==> config.mk <==
export PLATFORM = sky130hd
export DESIGN_NAME = vdic_dut_arbiter
export DESIGN_NICKNAME = d
export VERILOG_FILES = /design/src/rtl/vdic_dut_arbiter.sv
export SDC_FILE = /design/constraint.sdc
export NUM_CORES = 1
export LEC_CHECK = 0
export CORE_ASPECT_RATIO = 1.5
export CORE_MARGIN = 4
export CORE_UTILIZATION = 55
export CTS_BUF_LIST = sky130_fd_sc_hd__clkbuf_8
export DETAILED_ROUTE_END_ITERATION = 7
export PLACE_DENSITY = 0.95
export SETUP_SLACK_MARGIN = 0.3
export SYNTH_ARGS = -nofsm -noshare
export SYNTH_HDL_FRONTEND = slang
export SYNTH_SLANG_ARGS = --single-unit
==> constraint.sdc <==
create_clock -name clk -period 5.4 [get_ports clk]
set_input_delay 0.81 -clock clk [delete_from_list [all_inputs] [get_ports clk]]
set_output_delay 0.81 -clock clk [all_outputs]
set_load 0.02 [all_outputs]
==> src/rtl/vdic_dut_arbiter.sv <==
// Round-robin arbiter sharing one serial multi-operand ALU between two requesters.
// Forwards one granted frame, waits for the ALU result window and returns a tagged response.
module vdic_dut_arbiter #(
  parameter int MAX_OPS = 9,
  parameter int TIMEOUT = 255
) (
  input  logic        clk,
  input  logic        rst_n,
  input  logic [1:0]  req_valid,
  input  logic [17:0] req_data,
  input  logic [1:0]  req_last,
  output logic [1:0]  req_ready,
  output logic [8:0]  alu_din,
  output logic        alu_din_valid,
  input  logic        alu_dout_valid,
  input  logic [7:0]  alu_data1,
  input  logic [7:0]  alu_data2,
  output logic        rsp_valid,
  output logic        rsp_id,
  output logic [15:0] rsp_result,
  output logic        rsp_timeout,
  output logic        rsp_err
);
  localparam int WW = $clog2(MAX_OPS + 2);
  localparam int TW = $clog2(TIMEOUT + 1);
  localparam logic [WW-1:0] W_FULL = WW'(MAX_OPS + 1);
  localparam logic [TW-1:0] T_LAST = TW'(TIMEOUT - 1);

  typedef enum logic [1:0] {IDLE, FWD, WAIT, RESP} state_t;

  state_t          state;
  logic            g, last_grant, err, seen;
  logic [WW-1:0]   w;
  logic [TW-1:0]   t;
  logic [15:0]     cap;
  logic [1:0][8:0] req_word;
  logic [8:0]      word;
  logic            acc, lst, bad;

  assign req_word  = req_data;
  assign word      = req_word[g];
  assign lst       = req_last[g];
  assign acc       = (state == FWD) && req_valid[g];
  assign req_ready = (state == FWD) ? (g ? 2'b10 : 2'b01) : 2'b00;

  // First word must be a command with at least one operand to follow; later words
  // must be operands, and a word arriving once MAX_OPS operands are in is one too many.
  always_comb begin
    bad = 1'b0;
    if (w == '0) bad = !word[8] || lst;
    else         bad = word[8] || (w == W_FULL);
  end

  always_ff @(posedge clk or negedge rst_n) begin
    if (!rst_n) begin
      state         <= IDLE;
      g             <= 1'b0;
      last_grant    <= 1'b1;
      err           <= 1'b0;
      seen          <= 1'b0;
      w             <= '0;
      t             <= '0;
      cap           <= '0;
      alu_din       <= '0;
      alu_din_valid <= 1'b0;
      rsp_valid     <= 1'b0;
      rsp_id        <= 1'b0;
      rsp_result    <= '0;
      rsp_timeout   <= 1'b0;
      rsp_err       <= 1'b0;
    end else begin
      alu_din_valid <= 1'b0;
      rsp_valid     <= 1'b0;
      case (state)
        IDLE: if (|req_valid) begin
          g     <= (req_valid == 2'b11) ? ~last_grant : req_valid[1];
          state <= FWD;
        end
        FWD: if (acc) begin
          if (!err && !bad) begin
            alu_din       <= word;
            alu_din_valid <= 1'b1;
          end
          if (w != W_FULL) w <= w + 1'b1;
          err <= err | bad;
          if (lst) begin
            // An errored frame is answered immediately; the ALU is left to itself.
            if (err | bad) begin
              state       <= RESP;
              rsp_valid   <= 1'b1;
              rsp_id      <= g;
              rsp_result  <= '0;
              rsp_timeout <= 1'b0;
              rsp_err     <= 1'b1;
            end else begin
              state <= WAIT;
            end
          end
        end
        WAIT: begin
          t <= t + 1'b1;
          if (alu_dout_valid) begin
            cap  <= {alu_data1, alu_data2};
            seen <= 1'b1;
          end else if (seen) begin
            state       <= RESP;
            rsp_valid   <= 1'b1;
            rsp_id      <= g;
            rsp_result  <= cap;
            rsp_timeout <= 1'b0;
            rsp_err     <= 1'b0;
          end else if (t == T_LAST) begin
            state       <= RESP;
            rsp_valid   <= 1'b1;
            rsp_id      <= g;
            rsp_result  <= '0;
            rsp_timeout <= 1'b1;
            rsp_err     <= 1'b0;
          end
        end
        RESP: begin
          last_grant <= g;
          w          <= '0;
          t          <= '0;
          err        <= 1'b0;
          seen       <= 1'b0;
          state      <= IDLE;
        end
        default: state <= IDLE;
      endcase
    end
  end
endmodule

==> run metrics, run 1 <==
Final Hold Fails 0; Slew Limit Fails 0; via count 2259; post-synthesis async set-or-reset flop share 100%; Max Fclk 290 MHz; main flop type after synthesis dfrtp_1; Final Skew 0.00792 ns; Root Buffer Master clkbuf_8; Mapped Cells 258; Synthesized Nets 309; drt wl/cell 17.1 µm; part of the power in combinational logic 43.6%; CTS Buf Count 9; worst vdd ir 0.000314 V; Lkg Pwr 1.84 nW; port bufs 72; clk sinks 64; max-cap check violation count 0; post-CTS setup repair buffer count 0; CTS resizes 0; Tmin final 3.45 ns; first drt pass iteration count 4; period utilization 63.9%; Clk pwr share 18.4%; Net Sw Power 0.792 mW; Area Growth Syn to Fin 30.3%; die span in y 99.6 µm; row count 33; HP Class flip-flop to flip-flop; Sw Share 37.4%; Seq/Total Area, Yosys 52.1%; Setup-failing EPs final 0; cell internal pwr 1.33 mW; CP arrival 3.69 ns; vias per cell 5.58; initial antenna violation count 0; CTS clk-pin slew, worst paths 0.07 ns; crit-path max FO 29; vias in the first global route 2402; share of post-route cells with drive strength above 1 17.3%; fin nets 381; area of the mapped netlist 3070 µm²; cell area power density 529 nW/µm²; largest net degree at the start of global routing 65; # IOs 73; Max clock buf depth 2; crit path launch type flip-flop; dpl hpwl 4.80 mm; status complete, no violations; Worst-Margin Slew 1.08 ns; Setup crit end kind flip-flop; Warnings, synthesis 0; GPL Wtd Cong 0.854; Netlist cell types 44; TNS Setup 0 ns; Remaining DRCs 0; initial cell density of the core 56.4%; share of power burned in registers 38.0%; first-pass GRT wire length 11.6 mm; DR iter-0 viols 205; H-tree depth 3; Core Box Area 5450 µm²; full die area 6870 µm²; syn_area_per_cell 11.9 µm²; FF+latch count, synth 64; Overflow after GRT 0; Final Total Pwr 2.12 mW; Setup CP Type flip-flop to flip-flop; EDFF count, synth 0; post-cts hold buffer count 0; n_diodes 0; Rel. slew slack 27.5%; Total Wirelength 6.92 mm; CTS tree yes; worst-skew pair later-pin latency 0.35 ns; Routed Antenna Nets 0; Global Route Usage Sum 21.6%; required time of the worst setup path 5.64 ns; post-layout util 73.5%; RSZ-0062 raised after global routing no; Die X 69.0 µm
layout make-up:
class                   count  area [µm²]
flip-flops and latches     64        1600
fillers                   356        1450
multi-input cells         172        1370
repair buffers             73         723
clock buffers               9         124
well taps                  70        87.6
clock inverters             7        63.8
inverters                  10        37.5
critical path: stages (launching register included):
cell      delay, ns
dfrtp_1        0.40
inv_1          0.15
ha_1           0.78
nand2_1        0.70
o2111a_1       0.37
o21a_1         0.48
mux2_4         0.46
cell usage in the layout (no fill, tap or decap), types with 2 or more instances in the layout:
cell type / netlist / final
a32o_1: 2 / 2
clkdlybuf4s50_1: 0 / 71
mux2_4: 10 / 10
o21ai_0: 15 / 15
clkbuf_8: 0 / 9
and2_1: 2 / 2
nor2_1: 17 / 17
nand3_1: 3 / 3
clkinvlp_4: 0 / 2
nand2_1: 21 / 21
a21oi_1: 3 / 3
xnor2_1: 3 / 3
inv_1: 10 / 11
and3_1: 17 / 17
mux2i_1: 11 / 11
clkinv_2: 0 / 3
nand4_1: 4 / 4
ha_1: 10 / 10
dfrtp_1: 63 / 63
xor2_1: 3 / 3
mux2_2: 27 / 27
routing by layer:
metal | track usage [%] | vias to the layer above | share of wire [%]
met5 | 0 | - | 0
met4 | 11.1 | 0 | 2.9
met3 | 6.47 | 17 | 4.3
met2 | 37.9 | 72 | 54
met1 | 23.3 | 1113 | 39
li1 | - | 1057 | -
synthesized netlist by cell type, drive strengths merged, types with 2 or more instances:
| master | n | area share [%] |
|---|---|---|
| mux2 | 37 | 15 |
| and3 | 17 | 3.5 |
| buf | 3 | 1.1 |
| mux2i | 11 | 3.6 |
| nand3 | 3 | 0.49 |
| inv | 10 | 1.2 |
| o21ai | 16 | 2.6 |
| dfrtp | 63 | 51 |
| ha | 10 | 4.1 |
| xnor2 | 3 | 0.85 |
| nand2 | 21 | 2.6 |
| nor2 | 17 | 2.1 |
| clkbuf | 9 | 1.1 |
| xor2 | 3 | 0.85 |
| a32o | 2 | 0.65 |
| nand4 | 4 | 0.81 |
| and2 | 2 | 0.41 |
| a21oi | 4 | 0.77 |
per-stage QoR:
step                std cells  hold slack (ns)  setup WS [ns]  instance area, µm²
floorplan                 258            0.471           3.01                3070
global placement          389            0.463           1.96                3820
detailed placement        389            0.472           1.86                3820
CTS                       405            0.498           1.95                4010
global route              405            0.508           1.70                4010
finish                    405            0.492           1.95                4010
flip-flops by register name (all words and copies together) (netlist names), 2 cells and up:
register and count:
alu_din 9, w 4, t 8, cap 16, state 2, rsp_result 16
power by group through the flow:
stage / clock network, mW / logic [mW] / registers [mW]
finish: 0.390 / 0.922 / 0.805
detailed placement: 0 / 0.915 / 0.809
global placement: 0 / 0.874 / 0.791
global route: 0.424 / 0.998 / 0.832
CTS: 0.397 / 0.928 / 0.802
floorplan: 0 / 0.585 / 0.835
worst paths after layout:
| path | from | to | slack (ns) | depth (start not counted) |
|---|---|---|---|---|
| hold reg to reg | alu_din[6]$_DFFE_PN0P_ | alu_din[6]$_DFFE_PN0P_ | 0.49 | 2 |
| setup reg to reg | state[0]$_DFFE_PN0P_ | rsp_result[11]$_DFFE_PN0P_ | 1.95 | 6 |
| hold / removal | alu_din[6]$_DFFE_PN0P_ | alu_din[6]$_DFFE_PN0P_ | 0.49 | 2 |
| setup / recovery | state[0]$_DFFE_PN0P_ | rsp_result[11]$_DFFE_PN0P_ | 1.95 | 6 |
| max in group asynchronous | rst_n | t[0]$_DFFE_PN0P_ | 4.26 | 2 |
| min in group asynchronous | rst_n | rsp_result[7]$_DFFE_PN0P_ | 0.62 | 2 |
logic make-up after synthesis:
logic type | share of synthesized area, %
compound gates | 7.77
xor+xnor | 1.71
fa+ha+maj | 4.07
buf+inv | 3.42
flops | 52.1
mux | 18.4
simple gates | 12.5
Power figures use the tool's default switching activity.
==> run 2: changes to the inputs <==
--- a/config.mk
+++ b/config.mk
@@ -7,10 +7,10 @@
 export LEC_CHECK = 0
 export CORE_ASPECT_RATIO = 1.5
 export CORE_MARGIN = 4
-export CORE_UTILIZATION = 55
+export CORE_UTILIZATION = 46
 export CTS_BUF_LIST = sky130_fd_sc_hd__clkbuf_8
 export DETAILED_ROUTE_END_ITERATION = 7
-export PLACE_DENSITY = 0.95
+export PLACE_DENSITY = 0.89
 export SETUP_SLACK_MARGIN = 0.3
 export SYNTH_ARGS = -nofsm -noshare
 export SYNTH_HDL_FRONTEND = slang
==> constraint.sdc (replaced) <==
create_clock -name clk -period 2.9 [get_ports clk]
set_input_delay 0.435 -clock clk [delete_from_list [all_inputs] [get_ports clk]]
set_output_delay 0.435 -clock clk [all_outputs]
set_load 0.02 [all_outputs]
==> run metrics, run 2 (synthesized netlist as in run 1, its figures left out) <==
met1 WL 2.66 mm (was 2.70 mm); status complete, no violations (unchanged); port bufs 72 (unchanged); Worst-Margin Slew 0.939 ns (was 1.08 ns); Met3 Wirelength 362 µm (was 296 µm); Setup-failing EPs final 0 (unchanged); HP Class primary input to asynchronous set/reset pin (was flip-flop to flip-flop); full die area 8080 µm² (was 6870 µm²); H-tree depth 3 (unchanged); Final Skew 0.00648 ns (was 0.00792 ns); cell area power density 995 nW/µm² (was 529 nW/µm²); share of power burned in registers 36.3% (was 38.0%); row count 36 (was 33); # IOs 73 (unchanged); DR iter-0 viols 121 (was 205); dpl hpwl 4.74 mm (was 4.80 mm); initial antenna violation count 0 (unchanged); vias per cell 5.42 (was 5.58); FF-to-FF setup slack 0.56 ns (was 1.95 ns); CTS clk-pin slew, worst paths 0.07 ns (about the same); RSZ-0062 raised after global routing no (unchanged); CP arrival 1.95 ns (was 3.69 ns); Max Fclk 420 MHz; Setup CP Type flip-flop to primary output (was flip-flop to flip-flop); fin nets 386 (was 381); post-cts hold buffer count 0 (unchanged); part of the power in combinational logic 42.9% (was 43.6%); commonest non-fill, non-tap cells in the layout clkdlybuf4s50_1 (70), dfrtp_1 (63), mux2_2 (27) (was clkdlybuf4s50_1 (71), dfrtp_1 (63), mux2_2 (27)); worst-skew pair later-pin latency 0.34 ns (was 0.35 ns); Core Box Area 6490 µm² (was 5450 µm²); worst hold slack 0.129 ns (was 0.492 ns); initial cell density of the core 47.4% (was 56.4%); Max clock buf depth 2 (unchanged); Lkg Pwr 1.91 nW (was 1.84 nW); first drt pass iteration count 4 (unchanged); biggest regs cap x16, rsp_result x16, alu_din x9 (unchanged); Root Buffer Master clkbuf_8 (unchanged); max-cap check violation count 0 (unchanged); Final Hold Fails 0 (unchanged); Routed Antenna Nets 0 (unchanged); Rel. slew slack 37.0% (was 27.5%); n_diodes 0 (unchanged); Global Route Usage Sum 17.5% (was 21.6%); Area Growth Syn to Fin 33.3% (was 30.3%); most common cell after layout, fill and taps aside clkdlybuf4s50_1 (unchanged); Sw Share 35.6% (was 37.4%); clk sinks 64 (unchanged); drt wl/cell 16.0 µm (was 17.1 µm); Die X 74.8 µm (was 69.0 µm); crit-path max FO 5 (was 29); CTS Buf Count 9 (unchanged); GPL Wtd Cong 0.854 (about the same); via count 2248 (was 2259); Remaining DRCs 0 (unchanged); WL met2 3.43 mm (was 3.72 mm); largest net degree at the start of global routing 37 (was 65); Setup crit end kind primary output (was flip-flop); Top Layer Used met4 (unchanged); Clk pwr share 20.8% (was 18.4%); Tmin final 2.38 ns; vias in the first global route 2257 (was 2402); worst vdd ir 0.000550 V (was 0.000314 V); Total Wirelength 6.63 mm (was 6.92 mm); period utilization 82.2%; cell internal pwr 2.63 mW (was 1.33 mW); Overflow after GRT 0 (unchanged); Net Sw Power 1.45 mW (was 0.792 mW); share of post-route cells with drive strength above 1 18.3% (was 17.3%); TNS Setup 0 ns (unchanged); die span in y 108 µm (was 99.6 µm); CTS tree yes (unchanged); Filler cells 523 (was 356); first-pass GRT wire length 10.6 mm (was 11.6 mm); crit path launch type flip-flop (unchanged); required time of the worst setup path 2.47 ns (was 5.64 ns); Slew Limit Fails 0 (unchanged)
run 2: critical path, stage by stage, from the launching register on:
cell	delay, ns
dfrtp_1	0.43
inv_1	0.15
ha_1	0.27
and2_1	0.16
clkdlybuf4s50_1	0.60
run 2: layout make-up:
cell class                 instances  area, µm²  area share, %
tap                               76       95.1           2.32
timing repair buffer              78        776           18.9
inverter                          10       37.5          0.916
sequential                        64       1600           39.1
multi-input combinational        172       1370           33.3
clock buffer                      11        151           3.69
clock inverter                     4       68.8           1.68
run 2: routing by layer:
metal / GRT usage, % / up-vias
li1: - / 1061
met1: 21.1 / 1107
met2: 28.6 / 64
met3: 3.91 / 16
met4: 9.16 / 0
met5: 0 / -
run 2: per-stage QoR:
step | cells | utilization, % | total power [mW] | cell area [µm²] | worst slack [ns]
after floorplan | 258 | - | 2.65 | 3070 | 0.708
after global placement | 400 | 59.7 | 3.17 | 3870 | 0.468
after detailed placement | 400 | 59.7 | 3.25 | 3870 | 0.422
after CTS | 415 | 63.1 | 4.11 | 4100 | 0.350
after global routing | 415 | 63.2 | 4.32 | 4100 | 0.422
final | 415 | 63.2 | 4.08 | 4100 | 0.517
run 2: power groups by stage:
stage | Clock (mW) | Sequential [mW] | Combinational [mW]
2_1_floorplan | 0 | 1.56 | 1.09
3_3_place_gp | 0 | 1.47 | 1.70
3_5_place_dp | 0 | 1.49 | 1.76
4_1_cts | 0.862 | 1.48 | 1.77
5_1_grt | 0.897 | 1.52 | 1.90
6_report | 0.850 | 1.48 | 1.75
run 2: timing repair:
item	4_1_cts	5_1_grt
setup buffers	0	0
resized for setup	0	1
endpoints found under the setup margin	0	1
run 2: worst paths after layout:
| check | start | cells past startpoint | to |
|---|---|---|---|
| setup / recovery | state[1]$_DFFE_PN0P_ | 4 | req_ready[1] |
| hold / removal | rst_n | 1 | w[1]$_DFFE_PN0P_ |
| setup reg to reg | g$_DFFE_PN0P_ | 6 | rsp_result[12]$_DFFE_PN0P_ |
| hold reg to reg | alu_din[0]$_DFFE_PN0P_ | 2 | alu_din[0]$_DFFE_PN0P_ |
| max in group asynchronous | rst_n | 2 | cap[4]$_DFFE_PN0P_ |
| min in group clk | alu_din[0]$_DFFE_PN0P_ | 2 | alu_din[0]$_DFFE_PN0P_ |
==> run 3: changes to the inputs <==
--- a/config.mk
+++ b/config.mk
@@ -7,10 +7,10 @@
 export LEC_CHECK = 0
 export CORE_ASPECT_RATIO = 1.5
 export CORE_MARGIN = 4
-export CORE_UTILIZATION = 46
+export CORE_UTILIZATION = 51
 export CTS_BUF_LIST = sky130_fd_sc_hd__clkbuf_8
 export DETAILED_ROUTE_END_ITERATION = 7
-export PLACE_DENSITY = 0.89
+export PLACE_DENSITY = 0.93
 export SETUP_SLACK_MARGIN = 0.3
 export SYNTH_ARGS = -nofsm -noshare
 export SYNTH_HDL_FRONTEND = slang
==> constraint.sdc (replaced) <==
create_clock -name clk -period 2.4 [get_ports clk]
set_input_delay 0.36 -clock clk [delete_from_list [all_inputs] [get_ports clk]]
set_output_delay 0.36 -clock clk [all_outputs]
set_load 0.02 [all_outputs]
==> run metrics, run 3 (synthesized netlist as in run 1, its figures left out) <==
fin nets 392 (was 386); ordered list of cells on the worst path inv_2, ha_1, and3b_1, a2111oi_4, nor2_2, o21a_4, buf_12, mux2_4 (was inv_1, ha_1, and2_1, clkdlybuf4s50_1); die span in y 103 µm (was 108 µm); cell area power density 1250 nW/µm² (was 995 nW/µm²); met1 Usage GRT 22.4% (was 21.1%); Root Buffer Master clkbuf_8 (unchanged); most common cell after layout, fill and taps aside clkdlybuf4s50_1 (unchanged); dpl hpwl 5.18 mm (was 4.74 mm); n_diodes 0 (unchanged); Total Wirelength 7.56 mm (was 6.63 mm); Final Hold Fails 0 (unchanged); met2 usage 39.7% (was 28.6%); first-pass GRT wire length 11.9 mm (was 10.6 mm); # IOs 73 (unchanged); crit-path max FO 10 (was 5); HP Class primary input to asynchronous set/reset pin (unchanged); Area Growth Syn to Fin 37.0% (was 33.3%); Routed Antenna Nets 0 (unchanged); Largest delay share family, worst path compound AO/OA/AOI/OAI gates (was buffers and inverters); full die area 7360 µm² (was 8080 µm²); Global Route Usage Sum 21.4% (was 17.5%); Setup crit end kind flip-flop (was primary output); vias in the first global route 2511 (was 2257); H-tree depth 3 (unchanged); sequential cell area 1600 µm² (unchanged); Tmin final 2.16 ns; CTS tree yes (unchanged); Slew Limit Fails 0 (unchanged); Max Fclk 463 MHz; worst-skew pair later-pin latency 0.35 ns (was 0.34 ns); DR iter-0 viols 138 (was 121); Rel. slew slack 77.4% (was 37.0%); post-layout util 72.3% (was 63.2%); first drt pass iteration count 4 (unchanged); CP startpoint w[0]$_DFFE_PN0P_ (was state[1]$_DFFE_PN0P_); period utilization 90.1%; largest net degree at the start of global routing 65 (was 37); CTS clk-pin slew, worst paths 0.07 ns (about the same); initial antenna violation count 0 (unchanged); TNS Setup 0 ns (unchanged); status complete, no violations (unchanged); Worst path max stage delay 0.38 ns (was 0.60 ns); critical path depth 8 (was 4); Final Skew 0.00585 ns (was 0.00648 ns); CP bufs+invs 2 (unchanged); vias per cell 5.65 (was 5.42); slowest stage cell, crit path dfrtp_1 (was clkdlybuf4s50_1); via count 2351 (was 2248); Setup-failing EPs final 0 (unchanged); drt wl/cell 18.2 µm (was 16.0 µm); initial cell density of the core 52.7% (was 47.4%); area of the multi-input gates 1410 µm² (was 1370 µm²); worst vdd ir 0.000858 V (was 0.000550 V); Die X 71.4 µm (was 74.8 µm); busiest layer in global routing met2 (unchanged); row count 34 (was 36); reg2reg path depth 8 (was 6); share of post-route cells with drive strength above 1 23.3% (was 18.3%); FF-to-FF setup slack 0.24 ns (was 0.56 ns); CP arrival 2.39 ns (was 1.95 ns); max-cap check violation count 0 (unchanged); CTS Buf Count 9 (unchanged); clk sinks 64 (unchanged); Max clock buf depth 2 (unchanged); Setup CP Type flip-flop to flip-flop (was flip-flop to primary output); Filler cells 389 (was 523); Worst-Margin Slew 0.329 ns (was 0.939 ns); Worst R2R Start w[0]$_DFFE_PN0P_ (was g$_DFFE_PN0P_); biggest regs cap x16, rsp_result x16, alu_din x9 (unchanged); Lkg Pwr 1.94 nW (was 1.91 nW); met3 GRT Util 4.59% (was 3.91%); required time of the worst setup path 2.63 ns (was 2.47 ns); GPL Wtd Cong 0.903 (was 0.854); Remaining DRCs 0 (unchanged); RSZ-0062 raised after global routing yes (was no); commonest non-fill, non-tap cells in the layout clkdlybuf4s50_1 (69), dfrtp_1 (63), mux2_2 (27) (was clkdlybuf4s50_1 (70), dfrtp_1 (63), mux2_2 (27)); crit path launch type flip-flop (unchanged); Core Box Area 5830 µm² (was 6490 µm²); Overflow after GRT 0 (unchanged); port bufs 72 (unchanged); r2r endpoint rsp_result[9]$_DFFE_PN0P_ (was rsp_result[12]$_DFFE_PN0P_)
## run 3: cell types whose count changed in the layout (fill, tap and decap cells not counted), sizes merged
cell	change
buf	+6
clkdlybuf4s50	-1
clkinv	+1
dlygate4sd2	+1
dlymetal6s2s	-1
inv	-1
## run 3: metrics by stage
stage / area, µm² / worst slack [ns] / hold slack [ns] / cells / total power [mW]
after detailed placement: 3900 / 0.00486 / 0.405 / 398 / 4.02
after floorplan: 3080 / 0.220 / 0.0644 / 258 / 3.21
after global routing: 4210 / 0.202 / 0.0488 / 416 / 5.53
after CTS: 4190 / 0.256 / 0.0364 / 416 / 5.21
after global placement: 3900 / 0.0895 / 0.398 / 398 / 3.88
final: 4210 / 0.238 / 0.0181 / 416 / 5.26
## run 3: where the power goes
group,leakage [nW],internal (mW),switching (mW)
registers,0.815,1.48,0.265
logic,1.02,1.26,1.25
clock network,0.108,0.597,0.400
## run 3: cell type report
| type | instances | share of cell area (%) |
|---|---|---|
| clock buffer | 10 | 3.27 |
| clock inverter | 4 | 1.66 |
| inverter | 10 | 0.891 |
| multi-input combinational | 172 | 33.5 |
| sequential | 64 | 38.1 |
| tap | 72 | 2.14 |
| timing repair buffer | 84 | 20.4 |
## run 3: per-layer routing
layer	part of all wire [%]	vias to the layer above
met1	37	1184
met4	3.0	0
li1	-	1078
met5	0	-
met3	4.0	20
met2	56	69
## run 3: how the worst max path moves through the flow
stage,end,slack (ns)
finish,rsp_result[9]$_DFFE_PN0P_,0.24
global route,rsp_result[9]$_DFFE_PN0P_,0.20
CTS,req_ready[0],0.26
detailed placement,rsp_result[9]$_DFFE_PN0P_,0.005
global placement,rsp_result[13]$_DFFE_PN0P_,0.09
floorplan,rsp_id$_DFFE_PN0P_,0.22
## run 3: timing repair
action / CTS / global route
hold buffers: 0 / 0
setup buffers: 3 / 0
endpoints found under the setup margin: 20 / 24
gates cloned: 1 / 0
pin swaps: 0 / 1
gates resized for setup: 12 / 11
